==> src/rtl/kc705_ethernet_axi_rx_frame_parser_pkg.sv <==
// Shared types and constants for the KC705 Ethernet RX command-frame parser.
package kc705_eth_rx_pkg;

  typedef enum logic [2:0] {
    SYNC,
    IDLE,
    HEADER,
    SIZE,
    COUNTER,
    DATA,
    DRAIN
  } state_t;

  localparam int HDR_LEN_NOVLAN = 14;
  localparam int HDR_LEN_VLAN   = 18;

  localparam logic [47:0] BCAST_MAC = 48'hffff_ffff_ffff;

endpackage

==> src/rtl/kc705_ethernet_axi_rx_frame_parser_if.sv <==
// RX byte stream (from TEMAC) and packed payload stream (to command FIFO).
// slave = the parser; master = the TEMAC / FIFO side that drives it.
interface kc705_ethernet_axi_rx_frame_parser_if #(
  parameter int OUT_BYTES = 4
);
  logic [7:0]             rx_axis_tdata;
  logic                   rx_axis_tvalid;
  logic                   rx_axis_tlast;
  logic                   rx_axis_tready;
  logic [8*OUT_BYTES-1:0] m_axis_tdata;
  logic [OUT_BYTES-1:0]   m_axis_tkeep;
  logic                   m_axis_tvalid;
  logic                   m_axis_tlast;
  logic                   m_axis_tready;

  modport slave (
    input  rx_axis_tdata, rx_axis_tvalid, rx_axis_tlast, m_axis_tready,
    output rx_axis_tready, m_axis_tdata, m_axis_tkeep, m_axis_tvalid, m_axis_tlast
  );

  modport master (
    output rx_axis_tdata, rx_axis_tvalid, rx_axis_tlast, m_axis_tready,
    input  rx_axis_tready, m_axis_tdata, m_axis_tkeep, m_axis_tvalid, m_axis_tlast
  );
endinterface

==> src/rtl/kc705_ethernet_axi_rx_frame_parser_byte_packer.sv <==
// Packs payload bytes into OUT_BYTES-wide words behind a single output register.
module kc705_eth_rx_byte_packer #(
  parameter int OUT_BYTES = 4
) (
  input  logic                   axi_tclk,
  input  logic                   axi_treset,
  input  logic                   in_valid,
  input  logic [7:0]             in_data,
  input  logic                   in_last,
  output logic                   in_ready,
  output logic [8*OUT_BYTES-1:0] out_data,
  output logic [OUT_BYTES-1:0]   out_keep,
  output logic                   out_valid,
  output logic                   out_last,
  input  logic                   out_ready
);
  localparam int FW = (OUT_BYTES > 1) ? $clog2(OUT_BYTES) : 1;

  logic [FW-1:0]          fill;
  logic [8*OUT_BYTES-1:0] acc;
  logic [8*OUT_BYTES-1:0] word;
  logic [OUT_BYTES-1:0]   keep;
  logic                   full;

  assign in_ready = !out_valid || out_ready;
  assign full     = (fill == FW'(OUT_BYTES - 1));

  // NOTE: every signal assigned in always_comb gets a default first so no latch is inferred.
  always_comb begin
    word = acc;
    word[8*fill +: 8] = in_data;
    keep = '0;
    for (int i = 0; i < OUT_BYTES; i++) keep[i] = (i <= int'(fill));
  end

  // NOTE: sequential state uses non-blocking assignments only, so all flops update together.
  always_ff @(posedge axi_tclk or posedge axi_treset) begin
    if (axi_treset) begin
      fill      <= '0;
      acc       <= '0;
      out_data  <= '0;
      out_keep  <= '0;
      out_valid <= 1'b0;
      out_last  <= 1'b0;
    end else begin
      if (out_valid && out_ready) out_valid <= 1'b0;
      if (in_valid) begin
        if (full || in_last) begin
          out_data  <= word;
          out_keep  <= keep;
          out_last  <= in_last;
          out_valid <= 1'b1;
          acc       <= '0;
          fill      <= '0;
        end else begin
          acc  <= word;
          fill <= fill + FW'(1);
        end
      end
    end
  end
endmodule

==> src/rtl/kc705_ethernet_axi_rx_frame_parser.sv <==
// Ethernet command-frame parser: header/size/counter fields, packed payload, metadata, stats.
// Optional destination-address filter enabled by defining RX_ADDR_FILTER_EN.
module kc705_ethernet_axi_rx_frame_parser
  import kc705_eth_rx_pkg::*;
#(
  parameter logic [47:0] DEST_ADDR    = 48'hda0102030405,
  parameter logic [15:0] MAX_SIZE     = 16'd1500,
  parameter bit          ENABLE_VLAN  = 1'b0,
  parameter int          PKT_SIZE_LEN = 2,
  parameter int          PKT_CTR_LEN  = 2,
  parameter int          OUT_BYTES    = 4
) (
  input  logic                      axi_tclk,
  input  logic                      axi_treset,
  input  logic                      enable_rx_decode,
  kc705_ethernet_axi_rx_frame_parser_if.slave axis,
  output logic                      meta_valid,
  output logic [8*PKT_SIZE_LEN-1:0] meta_pkt_size,
  output logic [8*PKT_CTR_LEN-1:0]  meta_pkt_counter,
  output logic [47:0]               meta_src_mac,
  output logic                      seq_err,
  output logic                      frame_err,
  output logic [31:0]               stat_frames_ok,
  output logic [31:0]               stat_frames_dropped
);
  localparam int SW = 8 * PKT_SIZE_LEN;
  localparam int CW = 8 * PKT_CTR_LEN;
  localparam logic [7:0] HDR_LEN = ENABLE_VLAN ? 8'(HDR_LEN_VLAN) : 8'(HDR_LEN_NOVLAN);
`ifdef RX_ADDR_FILTER_EN
  localparam bit FILTER_EN = 1'b1;
`else
  localparam bit FILTER_EN = 1'b0;
`endif

  state_t        state;
  logic          running;
  logic [7:0]    byte_cnt;
  logic [47:0]   dst_mac, src_mac, dst_next, src_next;
  logic [SW-1:0] pkt_size, size_next, data_cnt;
  logic [CW-1:0] ctr_shift, ctr_next, seq_ref;
  logic          seq_ref_valid;
  logic          packer_ready, xfer, data_xfer, last_payload, pack_last, dst_ok;

  // tready stays low through reset and the first cycle after it.
  assign axis.rx_axis_tready = running && (state != DATA || packer_ready);
  assign xfer         = axis.rx_axis_tvalid && axis.rx_axis_tready;
  assign data_xfer    = xfer && (state == DATA);
  assign last_payload = (data_cnt == pkt_size - SW'(1));
  assign pack_last    = last_payload || axis.rx_axis_tlast;
  assign dst_next     = {dst_mac[39:0], axis.rx_axis_tdata};
  assign src_next     = {src_mac[39:0], axis.rx_axis_tdata};
  assign size_next    = SW'({pkt_size, axis.rx_axis_tdata});
  assign ctr_next     = CW'({ctr_shift, axis.rx_axis_tdata});
  assign dst_ok       = (dst_next == DEST_ADDR) || (dst_next == BCAST_MAC);

  always_ff @(posedge axi_tclk or posedge axi_treset) begin
    if (axi_treset) begin
      state               <= SYNC;
      running             <= 1'b0;
      byte_cnt            <= '0;
      dst_mac             <= '0;
      src_mac             <= '0;
      pkt_size            <= '0;
      ctr_shift           <= '0;
      data_cnt            <= '0;
      seq_ref             <= '0;
      seq_ref_valid       <= 1'b0;
      meta_valid          <= 1'b0;
      meta_pkt_size       <= '0;
      meta_pkt_counter    <= '0;
      meta_src_mac        <= '0;
      seq_err             <= 1'b0;
      frame_err           <= 1'b0;
      stat_frames_ok      <= '0;
      stat_frames_dropped <= '0;
    end else begin
      running    <= 1'b1;
      meta_valid <= 1'b0;
      seq_err    <= 1'b0;
      frame_err  <= 1'b0;
      // A frame ending anywhere before the payload is a runt.
      if (xfer && axis.rx_axis_tlast &&
          ((state inside {HEADER, SIZE, COUNTER}) || (state == IDLE && enable_rx_decode))) begin
        stat_frames_dropped <= stat_frames_dropped + 32'd1;
        frame_err           <= 1'b1;
        state               <= IDLE;
      end else begin
        case (state)
          SYNC: if (!axis.rx_axis_tvalid || (xfer && axis.rx_axis_tlast)) state <= IDLE;
          IDLE: if (xfer) begin
            if (!enable_rx_decode) begin
              if (!axis.rx_axis_tlast) state <= DRAIN;
            end else begin
              dst_mac  <= dst_next;
              byte_cnt <= 8'd1;
              state    <= HEADER;
            end
          end
          HEADER: if (xfer) begin
            if (byte_cnt < 8'd6) dst_mac <= dst_next;
            else if (byte_cnt < 8'd12) src_mac <= src_next;
            byte_cnt <= byte_cnt + 8'd1;
            if (FILTER_EN && byte_cnt == 8'd5 && !dst_ok) begin
              stat_frames_dropped <= stat_frames_dropped + 32'd1;
              state               <= DRAIN;
            end else if (byte_cnt == HDR_LEN - 8'd1) begin
              byte_cnt <= '0;
              state    <= SIZE;
            end
          end
          SIZE: if (xfer) begin
            pkt_size <= size_next;
            byte_cnt <= byte_cnt + 8'd1;
            if (byte_cnt == 8'(PKT_SIZE_LEN - 1)) begin
              byte_cnt <= '0;
              state    <= COUNTER;
            end
          end
          COUNTER: if (xfer) begin
            ctr_shift <= ctr_next;
            byte_cnt  <= byte_cnt + 8'd1;
            if (byte_cnt == 8'(PKT_CTR_LEN - 1)) begin
              byte_cnt         <= '0;
              data_cnt         <= '0;
              meta_valid       <= 1'b1;
              meta_pkt_size    <= pkt_size;
              meta_pkt_counter <= ctr_next;
              meta_src_mac     <= src_mac;
              seq_err          <= seq_ref_valid && (ctr_next != seq_ref + CW'(1));
              seq_ref          <= ctr_next;
              seq_ref_valid    <= 1'b1;
              if (64'(pkt_size) > 64'(MAX_SIZE)) begin
                stat_frames_dropped <= stat_frames_dropped + 32'd1;
                state               <= DRAIN;
              end else if (pkt_size == '0) begin
                stat_frames_ok <= stat_frames_ok + 32'd1;
                state          <= DRAIN;
              end else begin
                state <= DATA;
              end
            end
          end
          DATA: if (data_xfer) begin
            data_cnt <= data_cnt + SW'(1);
            if (last_payload) begin
              stat_frames_ok <= stat_frames_ok + 32'd1;
              state          <= axis.rx_axis_tlast ? IDLE : DRAIN;
            end else if (axis.rx_axis_tlast) begin
              stat_frames_dropped <= stat_frames_dropped + 32'd1;
              frame_err           <= 1'b1;
              state               <= IDLE;
            end
          end
          DRAIN: if (xfer && axis.rx_axis_tlast) state <= IDLE;
          default: state <= SYNC;
        endcase
      end
    end
  end

  kc705_eth_rx_byte_packer #(.OUT_BYTES(OUT_BYTES)) u_packer (
    .axi_tclk  (axi_tclk),
    .axi_treset(axi_treset),
    .in_valid  (data_xfer),
    .in_data   (axis.rx_axis_tdata),
    .in_last   (pack_last),
    .in_ready  (packer_ready),
    .out_data  (axis.m_axis_tdata),
    .out_keep  (axis.m_axis_tkeep),
    .out_valid (axis.m_axis_tvalid),
    .out_last  (axis.m_axis_tlast),
    .out_ready (axis.m_axis_tready)
  );
endmodule

==> src/flat_wrapper.sv <==
// flat-port wrapper written by rule: the top's interface ports become plain ports
module kc705_ethernet_axi_rx_frame_parser_flat import kc705_eth_rx_pkg::*;
#(
  parameter logic [47:0] DEST_ADDR    = 48'hda0102030405,
  parameter logic [15:0] MAX_SIZE     = 16'd1500,
  parameter bit          ENABLE_VLAN  = 1'b0,
  parameter int          PKT_SIZE_LEN = 2,
  parameter int          PKT_CTR_LEN  = 2,
  parameter int          OUT_BYTES    = 4
)
  (axi_tclk, axi_treset, enable_rx_decode, meta_valid, meta_pkt_size, meta_pkt_counter, meta_src_mac, seq_err, frame_err, stat_frames_ok, stat_frames_dropped, axis_rx_axis_tdata, axis_rx_axis_tvalid, axis_rx_axis_tlast, axis_m_axis_tready, axis_rx_axis_tready, axis_m_axis_tdata, axis_m_axis_tkeep, axis_m_axis_tvalid, axis_m_axis_tlast);
  kc705_ethernet_axi_rx_frame_parser_if #(.OUT_BYTES(OUT_BYTES)) axis_i ();
  input  logic axi_tclk;
  input  logic axi_treset;
  input  logic enable_rx_decode;
  output logic meta_valid;
  output logic [8*PKT_SIZE_LEN-1:0] meta_pkt_size;
  output logic [8*PKT_CTR_LEN-1:0] meta_pkt_counter;
  output logic [47:0] meta_src_mac;
  output logic seq_err;
  output logic frame_err;
  output logic [31:0] stat_frames_ok;
  output logic [31:0] stat_frames_dropped;
  input wire logic [$bits(axis_i.rx_axis_tdata)-1:0] axis_rx_axis_tdata;
  input wire logic [$bits(axis_i.rx_axis_tvalid)-1:0] axis_rx_axis_tvalid;
  input wire logic [$bits(axis_i.rx_axis_tlast)-1:0] axis_rx_axis_tlast;
  input wire logic [$bits(axis_i.m_axis_tready)-1:0] axis_m_axis_tready;
  output wire logic [$bits(axis_i.rx_axis_tready)-1:0] axis_rx_axis_tready;
  output wire logic [$bits(axis_i.m_axis_tdata)-1:0] axis_m_axis_tdata;
  output wire logic [$bits(axis_i.m_axis_tkeep)-1:0] axis_m_axis_tkeep;
  output wire logic [$bits(axis_i.m_axis_tvalid)-1:0] axis_m_axis_tvalid;
  output wire logic [$bits(axis_i.m_axis_tlast)-1:0] axis_m_axis_tlast;
  assign axis_i.rx_axis_tdata = axis_rx_axis_tdata;
  assign axis_i.rx_axis_tvalid = axis_rx_axis_tvalid;
  assign axis_i.rx_axis_tlast = axis_rx_axis_tlast;
  assign axis_i.m_axis_tready = axis_m_axis_tready;
  assign axis_rx_axis_tready = axis_i.rx_axis_tready;
  assign axis_m_axis_tdata = axis_i.m_axis_tdata;
  assign axis_m_axis_tkeep = axis_i.m_axis_tkeep;
  assign axis_m_axis_tvalid = axis_i.m_axis_tvalid;
  assign axis_m_axis_tlast = axis_i.m_axis_tlast;
  kc705_ethernet_axi_rx_frame_parser #(.DEST_ADDR(DEST_ADDR), .MAX_SIZE(MAX_SIZE), .ENABLE_VLAN(ENABLE_VLAN), .PKT_SIZE_LEN(PKT_SIZE_LEN), .PKT_CTR_LEN(PKT_CTR_LEN), .OUT_BYTES(OUT_BYTES)) u_core (.axi_tclk(axi_tclk), .axi_treset(axi_treset), .enable_rx_decode(enable_rx_decode), .axis(axis_i), .meta_valid(meta_valid), .meta_pkt_size(meta_pkt_size), .meta_pkt_counter(meta_pkt_counter), .meta_src_mac(meta_src_mac), .seq_err(seq_err), .frame_err(frame_err), .stat_frames_ok(stat_frames_ok), .stat_frames_dropped(stat_frames_dropped));
endmodule
==> config.mk <==
export PLATFORM = sky130hd
export DESIGN_NAME = kc705_ethernet_axi_rx_frame_parser_flat
export DESIGN_NICKNAME = d
export VERILOG_FILES = /design/src/rtl/kc705_ethernet_axi_rx_frame_parser_pkg.sv /design/src/rtl/kc705_ethernet_axi_rx_frame_parser_if.sv /design/src/rtl/kc705_ethernet_axi_rx_frame_parser_byte_packer.sv /design/src/rtl/kc705_ethernet_axi_rx_frame_parser.sv /design/src/flat_wrapper.sv
export SDC_FILE = /design/constraint.sdc
export NUM_CORES = 1
export LEC_CHECK = 0
export ABC_CLOCK_PERIOD_IN_PS = 34200
export CORE_AREA = 10 10 140 239
export DETAILED_ROUTE_END_ITERATION = 10
export DIE_AREA = 0 0 150 249
export HOLD_SLACK_MARGIN = 0.05
export PLACE_DENSITY = 0.77
export SYNTH_ARGS = -nofsm -noshare
export SYNTH_HDL_FRONTEND = slang
export SYNTH_SLANG_ARGS = --single-unit
==> constraint.sdc <==
create_clock -name axi_tclk -period 34.2 [get_ports axi_tclk]
set_input_delay 6.84 -clock axi_tclk [delete_from_list [all_inputs] [get_ports axi_tclk]]
set_output_delay 6.84 -clock axi_tclk [all_outputs]
set_load 0.1 [all_outputs]
==> results summary <==
The H-tree depth is 1. The max-slew violation count was 0. The count of pins on the block boundary came out at 200. Based on the critical path, the design can be clocked at up to between 60 and 70 MHz.

At the worst endpoint, the required time is roughly 27 ns. Of all nets on the critical path, the largest fanout is 4. The clock period minus worst slack is roughly 16 ns. The buffers plus inverters on the worst setup path is 2. The reported net switching power is 0.676 mW. The net count of the mapped netlist is ~1300. The relative slew slack came out at 0.238. The overall fraction of global-route tracks in use came out at 0.193. The final setup skew is about 0.023 ns. The cell seen most often among critical-path stages is sky130_fd_sc_hd__clkdlybuf4s50_1.

The path class of the tightest hold or removal check is reg -> reg. In this run the mean area of a mapped cell was around 11 um2. The number of vias per cell is about 5.7. The sink count of the clock tree is 320.

STA classifies the critical path startpoint as an input pin. The relative area change from synthesis to final layout is 22.5%. In the final timing run, aggregate negative setup slack is 0 ns. The cell family contributing the most delay on the critical path is buffers and inverters.

The distinct cell type count after synthesis is 70. The power share of the clock group is 0.233. The via count is between 10000 and 15000. The antenna diode instance count came out at 0.

The number of enable-type register cells in the synthesized netlist came out at 0. The number of optimization iterations in the first detailed-route pass is 5. In this run the critical register-to-register path is launched from u_core.pkt_size[0]$_DFFE_PP0P_. At the pin with the least slew margin, the transition time is between 1 and 1.5 ns. The post-synthesis sequential area ratio came out at 0.541. Of the post-synthesis cell area, the dominant cell type holds 0.541. The pin count of the biggest net entering global routing is roughly 110.

The amount of wire on met2 after detailed routing came out at slightly below 20000 um. The via count of the first global-routing pass came out at 10900. In the final layout, the share of cells above drive strength 1 is 0.172. The synthesized design spends more area on one cell type than any other, namely sky130_fd_sc_hd__dfrtp_1. For this block, wires on met1 add up to 13500 um. The detailed placer's ending HPWL came out at 25400 um. Traced cell by cell, the critical path runs through clkdlybuf4s50_1 > nor2b_1 > a21boi_0 > clkdlybuf4s50_1.

Yosys printed 0 warnings. Counting instances, the worst hold path has a depth of 1. The start point of the worst min-delay path is u_core.seq_ref_valid$_DFFE_PP0P_. The total clock buffers created by CTS came out at 29.

In this run the critical register-to-register path is captured at u_core.stat_frames_ok[21]$_DFFE_PP0P_. The die is approximately 150 um wide. Setup repair after global routing left no endpoint under its margin.

The cell sitting at the root of the clock tree is a sky130_fd_sc_hd__clkbuf_16. The total met3 wirelength after detailed routing came out at ~2100 um. The flip-flop and latch count after synthesis came out at 320.

The total of max-cap violations came out at 0. In the synthesized netlist the dominant register cell turns out to be sky130_fd_sc_hd__dfrtp_1. The async set or reset register ratio after synthesis came out at 1.00.

The number of buffers inserted by port buffering is 199. TritonCTS built the clock tree. The number of DRC violations after detailed-routing iteration 0 came out at 750. Data arrives at the worst endpoint at 8.80 ns.

The hold-fix buffer count after cts is 0. The end-of-flow core utilization came out at 0.618. The final weighted congestion in routability-driven placement came out at between 0.8 and 0.9. The first-pass GRT wire length is between 50000 and 60000 um.

The cell internal power dissipation came out at between 0.8 and 0.9 mW. The cell area that synthesis handed to floorplanning was ~15000 um2. The analysis attributes to cell leakage a power of 8.20 nW.

On the worst path, the slowest cell contributes a delay of 1.18 ns. Power spread over the standard cell area amounts to between 80 and 90 nW/um2. The clock transition at the register clock pins on the worst setup and hold paths after CTS came out at 0.07 ns. The final setup violation count came out at 0.

The end of the worst hold path is u_core.seq_ref_valid$_DFFE_PP0P_. The total overflow left after global routing is 0. The flow ran to the end, and the final reports show no timing, DRC or antenna violations. Leaving out fill and tap cells, the most frequent cell in the layout is sky130_fd_sc_hd__dfrtp_1. The setup slack of the most critical reg-to-reg path came out at 30.10 ns. The buffer count from post-CTS setup fixing is 0. The die footprint came out at 37400 um2. Of the total power, the share spent switching nets is 0.453. The library cells used most frequently in the layout, excluding fill and tap cells, are sky130_fd_sc_hd__dfrtp_1 (320), sky130_fd_sc_hd__clkdlybuf4s50_1 (199), sky130_fd_sc_hd__mux2_2 (152), sky130_fd_sc_hd__nor2_1 (89), sky130_fd_sc_hd__a21oi_1 (87). Of the total power, registers draw 0.349. The final hold violation count is 0. Across the VDD grid, the largest voltage drop is approximately 71 uV. The DRC violation count after routing came out at 0. The final wirelength came out at about 37000 um. The clock latency on the worst-skew pair came out at 0.57 ns. After synthesis, the cell types taking the most area are sky130_fd_sc_hd__dfrtp_1 (54%), sky130_fd_sc_hd__mux2_2 (12%), sky130_fd_sc_hd__xor2_1 (3.9%). The maximum clock insertion buffer count came out at 3. In this run the worst setup path begins at axis_m_axis_tready. The routed length per placed instance is roughly 20 um. The layout net count is ~1500. Of the total power, combinational logic draws 0.418. The largest individual stage delay along the critical path comes from the cell sky130_fd_sc_hd__clkdlybuf4s50_1. STA classifies the critical path endpoint as a primary output. The number of antenna violations at the first check in global routing is 1. The depth of the worst register-to-register path came out at 10. Of the available clock period, the critical path in the final layout requires 0.457. The die span in y is around 250 um. The starting utilization of the core area is 0.505. The floorplan has a little over 80 rows. The critical path is of the in -> out type.

The top layer reached by signal wires is met5. In this run, post-CTS repair resized a total of 0 instances. The instance count of the mapped netlist is 1294. The number of nets with antenna violations after routing came out at 0.

The core region area came out at between 20000 and 30000 um2.
-- sequential cells by signal, indices dropped and copies added, names as in the netlist, 2 cells and up --
register and cells:
u_core.meta_pkt_size 16, u_core.byte_cnt 8, u_core.u_packer.out_keep 4, u_core.stat_frames_dropped 32, u_core.state 3, u_core.stat_frames_ok 32
u_core.meta_src_mac 48, u_core.ctr_shift 8, u_core.u_packer.fill 2, u_core.data_cnt 16, u_core.u_packer.acc 32, u_core.pkt_size 16
u_core.src_mac 48, u_core.seq_ref 16, u_core.u_packer.out_data 32
-- logic make-up after synthesis --
family	share of synthesized area
xor+xnor	0.0657
compound gates	0.0912
fa+ha+maj	0.0118
other cells	0.000254
simple gates	0.144
buf+inv	0.0267
flops	0.541
mux	0.119
-- power groups by stage --
stage          sequential (mW)  combinational [mW]  clock [mW]
2_1_floorplan            0.778               0.212           0
3_3_place_gp             0.523               0.618           0
3_5_place_dp             0.526               0.625           0
4_1_cts                  0.520               0.628       0.357
5_1_grt                  0.531               0.656       0.372
6_report                 0.520               0.623       0.348
-- per-stage QoR --
step	hold WS [ns]	area, um2	worst slack, ns	cells	power, mW
after detailed placement	0.455	17100	18.58	1810	1.15
final	0.472	18100	18.56	1862	1.49
after floorplan	0.440	14800	18.27	1294	0.990
after CTS	0.476	18100	18.57	1862	1.50
after global routing	0.496	18100	18.52	1862	1.56
after global placement	0.454	17100	18.64	1810	1.14
-- cell type report --
cell class,instances,area (um2)
inverters,18,75.1
clock buffers,36,802
clock inverters,16,219
repair buffers,211,2080
well taps,382,478
flip-flops and latches,320,8010
fillers,2374,11200
multi-input cells,879,6450
-- layer usage --
metal / track usage / vias up
li1: - / 4898
met5: 0 / -
met1: 0.208 / 5351
met2: 0.350 / 271
met3: 0.0436 / 83
met4: 0.0770 / 2
-- cell usage after synthesis (4+ instances only) --
cell type / n
sky130_fd_sc_hd__nor3b_1: 10
sky130_fd_sc_hd__xor2_1: 66
sky130_fd_sc_hd__mux2_2: 152
sky130_fd_sc_hd__nor2_2: 10
sky130_fd_sc_hd__inv_1: 18
sky130_fd_sc_hd__buf_2: 19
sky130_fd_sc_hd__mux2i_1: 5
sky130_fd_sc_hd__xnor2_1: 45
sky130_fd_sc_hd__o31ai_1: 8
sky130_fd_sc_hd__and3_1: 19
sky130_fd_sc_hd__a32o_1: 24
sky130_fd_sc_hd__nand2b_1: 6
sky130_fd_sc_hd__nand2_1: 77
sky130_fd_sc_hd__and4_1: 6
sky130_fd_sc_hd__a22o_1: 9
sky130_fd_sc_hd__nand3_1: 33
sky130_fd_sc_hd__or3_1: 4
sky130_fd_sc_hd__o21ai_0: 28
sky130_fd_sc_hd__or2_2: 7
sky130_fd_sc_hd__ha_1: 14
sky130_fd_sc_hd__nand4_1: 20
sky130_fd_sc_hd__clkbuf_1: 48
sky130_fd_sc_hd__a31oi_1: 7
sky130_fd_sc_hd__nor2_1: 89
sky130_fd_sc_hd__a21oi_1: 88
sky130_fd_sc_hd__nor3_1: 29
sky130_fd_sc_hd__dfrtp_1: 320
sky130_fd_sc_hd__nor2b_1: 43
sky130_fd_sc_hd__a211oi_1: 6
sky130_fd_sc_hd__nor4_1: 11
sky130_fd_sc_hd__buf_1: 8
-- worst max-delay path by stage --
stage                                     end  slack (ns)  depth (start not counted)
after floorplan           axis_rx_axis_tready       18.27                          2
after global placement    axis_rx_axis_tready       18.64                          4
after detailed placement  axis_rx_axis_tready       18.58                          4
after CTS                 axis_rx_axis_tready       18.57                          4
after global routing      axis_rx_axis_tready       18.52                          4
final                     axis_rx_axis_tready       18.56                          4
No activity file was read; power rests on OpenSTA's default activity.
